File: config.mk
export PLATFORM = sky130hd
export DESIGN_NAME = hazard_stall_ctrl
export DESIGN_NICKNAME = d
export VERILOG_FILES = /design/src/rtl/hazard_stall_ctrl.sv
export SDC_FILE = /design/constraint.sdc
export NUM_CORES = 1
export LEC_CHECK = 0
export BUFFER_PORTS_ARGS = -buffer_cell sky130_fd_sc_hd__buf_2
export CAP_MARGIN = 40
export CORE_ASPECT_RATIO = 0.6
export CORE_MARGIN = 1.5
export CORE_UTILIZATION = 42
export CTS_CLUSTER_DIAMETER = 80
export DETAILED_ROUTE_END_ITERATION = 10
export GPL_TIMING_DRIVEN = 1
export PLACE_DENSITY = 0.73
export SLEW_MARGIN = 0
export SYNTH_ARGS = -nofsm -noshare
export SYNTH_HDL_FRONTEND = slang
export SYNTH_SLANG_ARGS = --single-unit
File: constraint.sdc
create_clock -name clk -period 1.9 [get_ports clk]
set_clock_uncertainty 0.1 [all_clocks]
set_input_delay 0.19 -clock clk [delete_from_list [all_inputs] [get_ports clk]]
set_output_delay 0.19 -clock clk [all_outputs]
set_load 0.05 [all_outputs]
File: src/rtl/hazard_stall_ctrl.sv
// hazard_stall_ctrl: pipeline sequencing controller for the 5-stage core.
// Resolves the hazards forwarding cannot cover (load-use, taken redirect,
// multi-cycle I/D memory, HALT drain) by driving per-stage hold, bubble and
// flush controls. It also keeps a saturating count of PC-stall cycles.
// Controls are combinational from the FSM state, the pending-redirect flag
// and the current inputs. They are forced low while reset is asserted.
module hazard_stall_ctrl #(
    parameter int DRAIN_CYCLES = 4,
    parameter int CNT_W        = 16
) (
    input  logic             clk,
    input  logic             rst,
    input  logic             MemRead_IDEX,
    input  logic             RegWrite_IDEX,
    input  logic [2:0]       RegisterRd_IDEX,
    input  logic [2:0]       RegisterRs_IFID,
    input  logic [2:0]       RegisterRt_IFID,
    input  logic             Rs_used_IFID,
    input  logic             Rt_used_IFID,
    input  logic             halt_IFID,
    input  logic             redirect_EX,
    input  logic             imem_busy,
    input  logic             dmem_busy,
    output logic             stall_PC,
    output logic             stall_IFID,
    output logic             bubble_IFID,
    output logic             stall_IDEX,
    output logic             bubble_IDEX,
    output logic             stall_EXMEM,
    output logic             bubble_MEMWB,
    output logic             halt_done,
    output logic [1:0]       ctrl_state,
    output logic [CNT_W-1:0] stall_cycles
);

    typedef enum logic [1:0] {
        RUN    = 2'd0,
        DWAIT  = 2'd1,
        DRAIN  = 2'd2,
        HALTED = 2'd3
    } ctrlState_t;

    // Drain counter only needs to reach DRAIN_CYCLES-1.
    localparam int DRAIN_W = (DRAIN_CYCLES > 1) ? $clog2(DRAIN_CYCLES) : 1;
    localparam logic [DRAIN_W-1:0] DRAIN_LAST = DRAIN_W'(DRAIN_CYCLES - 1);

    ctrlState_t         stateQ;
    logic [DRAIN_W-1:0] drainCnt;
    logic               redirectPend;
    logic [CNT_W-1:0]   stallCnt;

    logic loadUse;
    logic freeze;
    logic takeHalt;
    logic pendSet;
    logic pendClear;

    // Saturating increment: sticks at all-ones instead of wrapping.
    function automatic logic [CNT_W-1:0] satInc(input logic [CNT_W-1:0] value);
        if (value == {CNT_W{1'b1}}) begin
            return value;
        end
        return value + CNT_W'(1);
    endfunction

    // Load in EX whose destination is read by the instruction in ID (r0 never hazards).
    always_comb begin
        loadUse = MemRead_IDEX & RegWrite_IDEX & (RegisterRd_IDEX != 3'd0) &
                  ((Rs_used_IFID & (RegisterRs_IFID == RegisterRd_IDEX)) |
                   (Rt_used_IFID & (RegisterRt_IFID == RegisterRd_IDEX)));
    end

    // A busy data memory freezes the whole pipe in every state except HALTED.
    always_comb begin
        freeze = rst & dmem_busy & (stateQ != HALTED);
    end

    // Per-stage control decode, highest-priority event first.
    always_comb begin
        stall_PC     = 1'b0;
        stall_IFID   = 1'b0;
        bubble_IFID  = 1'b0;
        stall_IDEX   = 1'b0;
        bubble_IDEX  = 1'b0;
        stall_EXMEM  = 1'b0;
        bubble_MEMWB = 1'b0;
        halt_done    = 1'b0;
        takeHalt     = 1'b0;
        pendSet      = 1'b0;
        pendClear    = 1'b0;
        if (freeze) begin
            // Hold everything up to EX/MEM and feed WB a NOP until MEM completes.
            stall_PC     = 1'b1;
            stall_IFID   = 1'b1;
            stall_IDEX   = 1'b1;
            stall_EXMEM  = 1'b1;
            bubble_MEMWB = 1'b1;
        end else if (rst) begin
            case (stateQ)
                RUN: begin
                    if (redirect_EX) begin
                        // Squash the two wrong-path instructions; PC takes the target.
                        bubble_IFID = 1'b1;
                        bubble_IDEX = 1'b1;
                    end else if (loadUse) begin
                        stall_PC    = 1'b1;
                        stall_IFID  = 1'b1;
                        bubble_IDEX = 1'b1;
                    end else if (halt_IFID) begin
                        // HALT itself moves into EX; nothing behind it is fetched.
                        stall_PC   = 1'b1;
                        stall_IFID = 1'b1;
                        takeHalt   = 1'b1;
                    end else if (imem_busy) begin
                        stall_PC    = 1'b1;
                        bubble_IFID = 1'b1;
                    end
                    // A redirect during an outstanding fetch leaves a stale fetch to kill.
                    pendSet = redirect_EX & imem_busy;
                    if (redirectPend && !imem_busy) begin
                        bubble_IFID = 1'b1;
                        pendClear   = 1'b1;
                    end
                end
                DWAIT: begin
                    // Release cycle: everything idle, pending events re-examined in RUN.
                end
                DRAIN: begin
                    stall_PC    = 1'b1;
                    stall_IFID  = 1'b1;
                    bubble_IDEX = 1'b1;
                end
                HALTED: begin
                    stall_PC    = 1'b1;
                    stall_IFID  = 1'b1;
                    bubble_IDEX = 1'b1;
                    halt_done   = 1'b1;
                end
                default: begin
                end
            endcase
        end
    end

    // Sequencing FSM and drain counter.
    always_ff @(posedge clk or negedge rst) begin
        if (!rst) begin
            stateQ   <= RUN;
            drainCnt <= '0;
        end else begin
            case (stateQ)
                RUN: begin
                    if (dmem_busy) begin
                        stateQ <= DWAIT;
                    end else if (takeHalt) begin
                        stateQ   <= DRAIN;
                        drainCnt <= '0;
                    end
                end
                DWAIT: begin
                    if (!dmem_busy) begin
                        stateQ <= RUN;
                    end
                end
                DRAIN: begin
                    // The drain clock pauses while MEM is frozen.
                    if (!dmem_busy) begin
                        if (drainCnt == DRAIN_LAST) begin
                            stateQ <= HALTED;
                        end else begin
                            drainCnt <= drainCnt + DRAIN_W'(1);
                        end
                    end
                end
                HALTED: begin
                    stateQ <= HALTED;
                end
                default: begin
                    stateQ <= RUN;
                end
            endcase
        end
    end

    // Pending-redirect flag; a new set takes precedence over a clear.
    always_ff @(posedge clk or negedge rst) begin
        if (!rst) begin
            redirectPend <= 1'b0;
        end else if (pendSet) begin
            redirectPend <= 1'b1;
        end else if (pendClear) begin
            redirectPend <= 1'b0;
        end
    end

    // Stall-cycle performance counter, saturating.
    always_ff @(posedge clk or negedge rst) begin
        if (!rst) begin
            stallCnt <= '0;
        end else if (stall_PC) begin
            stallCnt <= satInc(stallCnt);
        end
    end

    assign ctrl_state   = stateQ;
    assign stall_cycles = stallCnt;

endmodule

==> impl_metrics.env, run 1 <==
export IMPL_stdcell_count=206
export IMPL_mostFrequentLayoutCell="buf_2"
export IMPL_diodes=0
export IMPL_final_cell_mix="buf_2, xnor2_1, dfrtp_1"
export IMPL_syn_avg_cell_area_um2=10.15
export IMPL_p_sw_w=0.001041
export IMPL_die_w_um=71.36
export IMPL_grt_max_degree=22
export IMPL_viasPerCell=5.252
export IMPL_startpoint_type="flip-flop"
export IMPL_fin_nets=196
export IMPL_final_util=0.6477
export IMPL_cts_buffer_depth=2
export IMPL_yosysSeqAreaShare=0.4463
export IMPL_grt_usage=0.1778
export IMPL_crit_path_end="stall_cycles[15]"
export IMPL_dp_cells=196
export IMPL_switching_share=0.4786
export IMPL_synth_seq_cells=21
export IMPL_worstMarginPinSlew_ns=0.4437
export IMPL_p_int_w=0.001134
export IMPL_h_tree_depth=1
export IMPL_cts_tree="yes"
export IMPL_crit_type="reg -> reg"
export IMPL_die_h_um=44.01
export IMPL_holdCritPathClass="in -> reg"
export IMPL_syn_nets=137
export IMPL_rsz0062_at_grt="true"
export IMPL_worstRegToRegCells=7
export IMPL_ant_nets=0
export IMPL_fmax_mhz=536.6
export IMPL_cp_required_ns=1.94
export IMPL_slew_violations=0
export IMPL_clock_sinks=21
export IMPL_max_cap_viol_count=0
export IMPL_gp_congestion=0.8359
export IMPL_ys_warn_count=0
export IMPL_pwr_share_comb=0.548
export IMPL_outcome="completed"
export IMPL_synth_area_mm2=0.001177
export IMPL_core_area_mm2=0.002575
export IMPL_hpwl_um=2105
export IMPL_post_route_period_util=0.9809
export IMPL_hold_viol_final=0
export IMPL_die_area_mm2=0.003140
export IMPL_root_buffer="clkbuf_8"
export IMPL_fillers=215
export IMPL_grt_overflow=0
export IMPL_ff_latch_area_um2=529.3
export IMPL_power_share_clock=0.137
export IMPL_post_drt_wl_per_cell_um=13.74
export IMPL_report_final_setup_viol=0
export IMPL_period_needed_ns=1.864
export IMPL_grt_pass1_vias=942
export IMPL_drc_errors=0
export IMPL_pwr_density_cell_mw_per_mm2=1304
export IMPL_irDropWorstVdd_mv=0.9357
export IMPL_vias=1082
export IMPL_p_seq_frac=0.315
export IMPL_p_leak_nw=0.8404
export IMPL_clk_latency_ns=0.26
export IMPL_multi_input_area_um2=693.2
export IMPL_firstDrtPassIters=4
export IMPL_port_buffers=44
export IMPL_start_util=0.4572
export IMPL_synth_cell_type_count=31
export IMPL_endpoint_kind="flip-flop"
export IMPL_detail_route_iter0_violations=85
export IMPL_drive_above_1_share=0.4713
export IMPL_antenna_found_initial=0
export IMPL_crit_start="stall_cycles[0]"
export IMPL_synth_cells=116
export IMPL_cts_buffers_inserted=3
export IMPL_max_slew_margin=0.7026
export IMPL_area_growth_pct=41.66
export IMPL_cts_clk_slew_worst_paths_ns=0.08
export IMPL_rows=14
export IMPL_r2r_setup_slack_ns=0.04
export IMPL_r2r_start="stall_cycles[0]"
export IMPL_routed_wl_um=2831
export IMPL_ios=45
export IMPL_crit_fanout=6
export IMPL_critPathArrivalTime_ns=1.91
export IMPL_grt_first_pass_wirelength_um=4305
export IMPL_rr_endpoint="stall_cycles[15]"
## routing by layer
layer	up-vias	wire length, um	GRT usage
met4	0	8	0.02264
met3	2	119	0.04784
li1	526	-	-
met1	529	1326	0.2529
met2	25	1378	0.2852
met5	-	0	0
## flip-flops by register name, indices dropped and copies added (netlist names)
signal	count
ctrl_state	2
drainCnt	2
redirectPend	1
stall_cycles	16
## how the worst min path moves through the flow
stage / from / endpoint / slack [ns] / cells past startpoint
final: imem_busy / redirectPend / 0.12 / 2
after global routing: imem_busy / redirectPend / 0.13 / 2
after CTS: imem_busy / redirectPend / 0.12 / 2
after detailed placement: rst / stall_cycles[14] / 0.14 / 2
after global placement: rst / stall_cycles[12] / 0.14 / 2
after floorplan: rst / ctrl_state[0] / -0.21 / 0
## worst max-delay path, cell delays in order (launching register included)
cell and delay, ns:
dfrtp_2 0.43, ha_4 0.16, and3_4 0.17, and3_4 0.19, a21oi_2 0.10, a21boi_4 0.28, nand3_2 0.14, xnor2_2 0.17
## synth_stat cells
library cell	count	area [um^2]
o311ai_0	1	8.760
mux2_2	2	22.52
and3b_1	1	8.760
buf_4	2	15.01
dfrtp_1	21	525.5
ha_1	2	25.02
and4_1	1	8.760
clkbuf_1	1	3.750
nand2_1	9	33.78
o21a_1	1	7.510
nand3b_1	3	22.52
mux2i_1	2	20.02
o221a_2	1	11.26
o21bai_1	1	7.510
a21oi_1	6	30.03
a211o_1	1	8.760
nor2_1	9	33.78
and2_1	2	12.51
buf_2	2	10.01
a22oi_4	1	21.27
a21boi_2	1	11.26
o21ai_0	2	10.01
and3_1	4	25.02
nor3_1	1	5.000
o31ai_1	1	7.510
nand3_1	5	25.02
xnor2_1	20	175.2
nand4_1	9	56.30
xor2_1	1	8.760
inv_1	2	7.510
o22a_1	1	8.760
## logic make-up (layout without fill, tap and decap cells)
family                     Yosys count  after routing  synth area share
and+or+nand+nor                     44             44            0.1966
adders and majority gates            2              2           0.02125
buffers and inverters                7             65           0.03081
AOI/OAI and AO/OA                   17             17            0.1127
xor gates and xnor gates            21             21            0.1562
muxes                                4              4           0.03613
DFF                                 21             21            0.4463
## power by group through the flow
stage	clock network [W]	logic, W	registers, W
2_1_floorplan	0	0.000527	0.00100
4_1_cts	0.000301	0.00115	0.000674
3_3_place_gp	0	0.00112	0.000670
5_1_grt	0.000323	0.00127	0.000702
3_5_place_dp	0	0.00114	0.000680
6_report	0.000297	0.00119	0.000686
## cell type report
type,count,area share
clock buffer,4,0.02701
multi-input combinational,88,0.4156
tap,32,0.02401
sequential,21,0.3173
inverter,2,0.004501
timing repair buffer,59,0.2116
## per-stage QoR
stage	cell area [um^2]	power [W]	worst slack [ns]	hold WS, ns	TNS [ns]
floorplan	1247	0.001529	-0.1947	-0.2056	-1.966
global placement	1530	0.001788	-0.02481	0.1408	-0.02481
detailed placement	1530	0.001819	-0.08354	0.1445	-0.1705
CTS	1588	0.002123	0.01372	0.1157	0
global route	1668	0.002295	-0.03609	0.1296	-0.1216
finish	1668	0.002175	0.03638	0.1156	0
## what timing repair did
| item | in CTS | in global routing |
|---|---|---|
| hold buffers | 1 | 0 |
| setup endpoints to repair | 1 | 8 |
| buffers inserted | 0 | 4 |
| pin swaps | 0 | 7 |
| gates resized for setup | 1 | 8 |
| hold endpoints to repair | 21 | 0 |
Power figures use the tool's default switching activity.
==> run 2, diff against run 1 <==
Settings changed: ABC_CLOCK_PERIOD_IN_PS from default to 1900, SETUP_SLACK_MARGIN from default to 0.4.
==> impl_metrics.env, run 2 (synthesized netlist as in run 1, its figures left out) <==
export IMPL_outcome="finished, violations left"
export IMPL_violations="setup timing"
export IMPL_firstDrtPassIters=4
export IMPL_startpoint_type="flip-flop"
export IMPL_post_drt_wl_per_cell_um=20.20
export IMPL_holdCritPathClass="in -> reg"
export IMPL_port_buffers=44
export IMPL_detail_route_iter0_violations=86
export IMPL_place_area_mm2=0.001580
export IMPL_grt_max_degree=22
export IMPL_cts_tree="yes"
export IMPL_pre_cts_slack_ns=-0.1446
export IMPL_met2_usage=0.4352
export IMPL_post_route_period_util=1.002
export IMPL_report_final_setup_viol=1
export IMPL_cp_top_family="simple AND/OR/NAND/NOR gates"
export IMPL_pwr_density_cell_mw_per_mm2=1254
export IMPL_hold_viol_final=0
export IMPL_critical_path_cell_chain="ha_4 > and3_4 > and3_4 > a21oi_2 > a21boi_4 > nand3_1 > xnor2_1"
export IMPL_fin_nets=207
export IMPL_area_growth_pct=79.91
export IMPL_rsz0062_at_grt="true"
export IMPL_die_h_um=44.01
export IMPL_grt_busiest_layer="met2"
export IMPL_routed_wl_um=4383
export IMPL_grt_use_met1=0.3392
export IMPL_die_area_mm2=0.003140
export IMPL_worst_path_buf_inv=0
export IMPL_design_area_mm2=0.002118
export IMPL_rows=14
export IMPL_timing_critical_path_mode_cell="and3_4"
export IMPL_max_cap_viol_count=0
export IMPL_die_w_um=71.36
export IMPL_cts_buffers_inserted=3
export IMPL_crit_fanout=6
export IMPL_h_tree_depth=1
export IMPL_grt_overflow=0
export IMPL_p_leak_nw=1.033
export IMPL_vias=1282
export IMPL_hpwl_um=2330
export IMPL_viasPerCell=5.908
export IMPL_finalSetupTns_ns=-0.004571
export IMPL_grt_pass1_vias=1157
export IMPL_max_slew_margin=0.7945
export IMPL_slew_violations=0
export IMPL_irDropWorstVdd_mv=0.9180
export IMPL_cp_required_ns=1.95
export IMPL_largest_register_ffs=16
export IMPL_period_needed_ns=1.905
export IMPL_ant_nets=0
export IMPL_cts_clk_slew_worst_paths_ns=0.08
export IMPL_start_util=0.4572
export IMPL_slowest_stage="dfrtp_2"
export IMPL_drc_errors=0
export IMPL_clock_sinks=21
export IMPL_worstMarginPinSlew_ns=0.3076
export IMPL_ios=45
export IMPL_diodes=0
export IMPL_core_area_mm2=0.002575
export IMPL_cts_buffer_depth=2
export IMPL_use_met3=0.06150
export IMPL_max_stage_delay_ns=0.43
export IMPL_clk_latency_ns=0.26
export IMPL_fmax_mhz=525.1
export IMPL_endpoint_kind="flip-flop"
export IMPL_gp_congestion=0.7917
export IMPL_critPathArrivalTime_ns=1.95
export IMPL_mostFrequentLayoutCell="buf_2"
export IMPL_setup_ws_ns=-0.004571
export IMPL_final_cell_mix="buf_2, buf_6, dfrtp_1"
export IMPL_grt_usage=0.2560
export IMPL_crit_type="reg -> reg"
export IMPL_grt_first_pass_wirelength_um=6009
export IMPL_root_buffer="clkbuf_8"
export IMPL_drive_above_1_share=0.6432
export IMPL_antenna_found_initial=0
## run 2: changes by cell type in the layout (fill, tap and decap cells not counted), moves of 3 or more
cell,before,now
xnor2_2,1,9
buf_2,43,28
xnor2_1,19,11
nor2_4,0,3
nor2_1,8,3
buf_6,2,25
buf_8,1,5
## run 2: power breakdown
part | internal [W] | switching, W | total (W)
Clock | 0.000150 | 0.000147 | 0.000297
Combinational | 0.000701 | 0.000936 | 0.00164
Sequential | 0.000576 | 0.000146 | 0.000722
## run 2: per-stage QoR
step           total power (W)    util  hold WS, ns  cells
2_1_floorplan         0.001600       -      -0.2056    116
3_3_place_gp          0.001813  0.6137       0.1395    195
3_5_place_dp          0.001852  0.6137       0.1437    195
4_1_cts               0.002418  0.7546       0.1144    210
5_1_grt               0.002767  0.8226       0.1255    217
6_report              0.002655  0.8226       0.1245    217
## run 2: timing repair
action	CTS	global route
endpoints found under the setup margin	25	27
pin swaps	24	11
endpoints found under the hold margin	21	0
resized for setup	52	27
buffers inserted	10	6
hold buffers	1	0
## run 2: cell type report
type	instances	area [um^2]
fill	135	456.7
multi-input combinational	88	904.6
clock buffer	4	45.04
inverter	2	7.507
timing repair buffer	70	589.3
sequential	21	531.8
tap	32	40.04
## run 2: worst reg2reg max path: cells and delay by family (launching register included)
family / cells / cell delay, ns
and+or+nand+nor: 3 / 0.54
DFF: 1 / 0.43
AOI/OAI and AO/OA: 2 / 0.39
xor gates and xnor gates: 1 / 0.17
adders and majority gates: 1 / 0.16
## run 2: final timing paths
| kind | to | slack [ns] | cells past startpoint | startpoint |
|---|---|---|---|---|
| max reg2reg | stall_cycles[15] | -0.005 | 7 | stall_cycles[1] |
| max in group asynchronous | ctrl_state[1] | 0.86 | 4 | rst |
| min | redirectPend | 0.12 | 2 | imem_busy |
| min in group asynchronous | stall_cycles[13] | 0.43 | 3 | rst |
| max | stall_cycles[15] | -0.005 | 7 | stall_cycles[1] |
| min reg2reg | drainCnt[0] | 0.39 | 1 | drainCnt[0] |
## run 2: metal layers
metal  vias up  share of wire
met5         -              0
met4         0          0.027
met3        18          0.056
met2        73           0.51
met1       639           0.41
li1        552              -
==> run 3, diff against run 2 <==
Settings changed: ABC_AREA from default to 1, PLACE_DENSITY 0.73 to 0.7.
==> impl_metrics.env, run 3 <==
export IMPL_clk_latency_ns=0.27
export IMPL_report_final_setup_viol=0
export IMPL_critPathArrivalTime_ns=1.74
export IMPL_hold_viol_final=0
export IMPL_startpoint_type="flip-flop"
export IMPL_max_cap_viol_count=0
export IMPL_synth_area_mm2=0.001495
export IMPL_start_util=0.4499
export IMPL_period_needed_ns=1.678
export IMPL_p_leak_nw=1.235
export IMPL_gp_congestion=0.9322
export IMPL_drc_errors=0
export IMPL_synth_cell_type_count=26
export IMPL_slew_violations=0
export IMPL_ys_warn_count=0
export IMPL_vias=1702
export IMPL_ys_flop_type="dfrtp_1"
export IMPL_syn_nets=238
export IMPL_crit_type="reg -> reg"
export IMPL_grt_first_pass_wirelength_um=7176
export IMPL_root_buffer="clkbuf_8"
export IMPL_diodes=0
export IMPL_cp_required_ns=1.96
export IMPL_die_w_um=80.03
export IMPL_synth_common_cells="nand2_1, nand3_1, inv_1, dfrtp_1, nor2_1"
export IMPL_hp_start="imem_busy"
export IMPL_drive_above_1_share=0.4639
export IMPL_synth_largest_area_cell="dfrtp_1"
export IMPL_die_area_mm2=0.003938
export IMPL_yosysSeqAreaShare=0.3515
export IMPL_timing_hold_ws_ns=0.08694
export IMPL_synth_cells=217
export IMPL_power_share_clock=0.160
export IMPL_switching_share=0.4674
export IMPL_crit_fanout=7
export IMPL_synthArstFlopShare=1.000
export IMPL_max_slew_margin=0.7726
export IMPL_post_drt_wl_per_cell_um=13.96
export IMPL_final_cell_mix="nand2_1, buf_2, buf_4"
export IMPL_yosys_top_cells_area="dfrtp_1, nand2_1, nand3_1"
export IMPL_p_sw_w=0.0009022
export IMPL_dp_cells=313
export IMPL_largest_register_ffs=16
export IMPL_port_buffers=44
export IMPL_rsz0062_at_grt="true"
export IMPL_synth_top_area_share=0.3515
export IMPL_synth_edf_count=0
export IMPL_die_h_um=49.22
export IMPL_hpwl_um=3026
export IMPL_pwr_density_cell_mw_per_mm2=837.5
export IMPL_routed_wl_um=4690
export IMPL_area_growth_pct=54.14
export IMPL_core_area_mm2=0.003323
export IMPL_place_area_mm2=0.001917
export IMPL_cts_buffers_inserted=3
export IMPL_finalSetupTns_ns=0
export IMPL_rows=16
export IMPL_ios=45
export IMPL_post_route_period_util=0.8830
export IMPL_antenna_found_initial=0
export IMPL_grt_overflow=0
export IMPL_ant_nets=0
export IMPL_cts_tree="yes"
export IMPL_h_tree_depth=1
export IMPL_design_area_mm2=0.002305
export IMPL_grt_pass1_vias=1533
export IMPL_detail_route_iter0_violations=122
export IMPL_fin_nets=313
export IMPL_grt_max_degree=17
export IMPL_pwr_share_comb=0.506
export IMPL_holdCritPathClass="in -> reg"
export IMPL_clock_sinks=21
export IMPL_p_int_w=0.001028
export IMPL_irDropWorstVdd_mv=0.6080
export IMPL_yosysMostFrequentCell="nand2_1"
export IMPL_mostFrequentLayoutCell="nand2_1"
export IMPL_firstDrtPassIters=4
export IMPL_r2r_start="stall_cycles[8]"
export IMPL_crit_start="stall_cycles[8]"
export IMPL_grt_usage=0.2335
export IMPL_cts_clk_slew_worst_paths_ns=0.08
export IMPL_syn_avg_cell_area_um2=6.890
export IMPL_viasPerCell=5.065
export IMPL_cts_buffer_depth=2
export IMPL_outcome="completed"
export IMPL_fmax_mhz=596.1
export IMPL_p_seq_frac=0.334
export IMPL_synth_seq_cells=21
export IMPL_endpoint_kind="flip-flop"
export IMPL_worstMarginPinSlew_ns=0.3384
export IMPL_stdcell_count=336
[run 3: cell count changes after synthesis, moves of 3 or more]
cell      before  now
nor3_1         1    6
a21oi_1        6    2
xor2_1         1    8
nand3b_1       3    0
xnor2_1       20    6
nand4_1        9    2
nand2_1        9   77
nand3_1        5   27
nor2_1         9   19
inv_1          2   25
and3_1         4    0
[run 3: timing repair]
| action | CTS | global route |
|---|---|---|
| buffers inserted | 9 | 9 |
| setup endpoints to repair | 25 | 26 |
| gates resized for setup | 28 | 27 |
| pin swaps | 7 | 27 |
| hold buffers | 1 | 0 |
| hold endpoints to repair | 21 | 0 |
[run 3: worst paths after layout]
path,to,slack (ns),cells after the start
worst max-delay path,stall_cycles[10],0.22,6
worst min-delay path,redirectPend,0.09,2
worst max register to register,stall_cycles[10],0.22,6
worst min register to register,drainCnt[1],0.42,2
max in group asynchronous,stall_cycles[4],0.97,3
min in group asynchronous,redirectPend,0.32,2
[run 3: cell type report]
| cell class | instances | area (um^2) |
|---|---|---|
| fillers | 261 | 1018 |
| multi-input cells | 164 | 1015 |
| flip-flops and latches | 21 | 543.0 |
| repair buffers | 76 | 543.0 |
| inverters | 26 | 101.3 |
| well taps | 45 | 56.30 |
| clock buffers | 3 | 41.29 |
| clock inverters | 1 | 5.005 |
[run 3: routing by layer]
metal	global-route usage	routed length, um
met1	0.3657	2246
met2	0.3235	2088
met3	0.04673	300
met4	0.05460	54
met5	0	0
[run 3: kinds of logic (layout without fill, tap and decap cells)]
family                     after synthesis  in the layout  synth area share
AOI/OAI and AO/OA                        9              9           0.03347
xor gates and xnor gates                14             14           0.08201
adders and majority gates                2              2           0.01673
buffers and inverters                   32            106           0.09371
DFF                                     21             21            0.3515
and+or+nand+nor                        139            139            0.4226
[run 3: power groups by stage]
stage | logic (W) | clock network (W) | registers, W
2_1_floorplan | 0.000386 | 0 | 0.000830
4_1_cts | 0.000841 | 0.000311 | 0.000637
5_1_grt | 0.00104 | 0.000325 | 0.000652
6_report | 0.000977 | 0.000308 | 0.000645
3_3_place_gp | 0.000740 | 0 | 0.000648
3_5_place_dp | 0.000749 | 0 | 0.000650
[run 3: per-stage QoR]
stage          power, W  utilization  setup slack, ns
2_1_floorplan  0.001216            -         -0.08864
5_1_grt        0.002016       0.6935           0.1517
6_report       0.001930       0.6935           0.2224
3_5_place_dp   0.001399       0.5768           0.1862
3_3_place_gp   0.001388       0.5768           0.2365
4_1_cts        0.001789       0.6412           0.2115
[run 3: worst max-delay path, cell delays in order (launching register included)]
cell,delay (ns)
dfrtp_2,0.37
nand4_1,0.19
nor4_4,0.34
nand4_4,0.24
buf_6,0.21
nand3_2,0.06
nand2_1,0.06
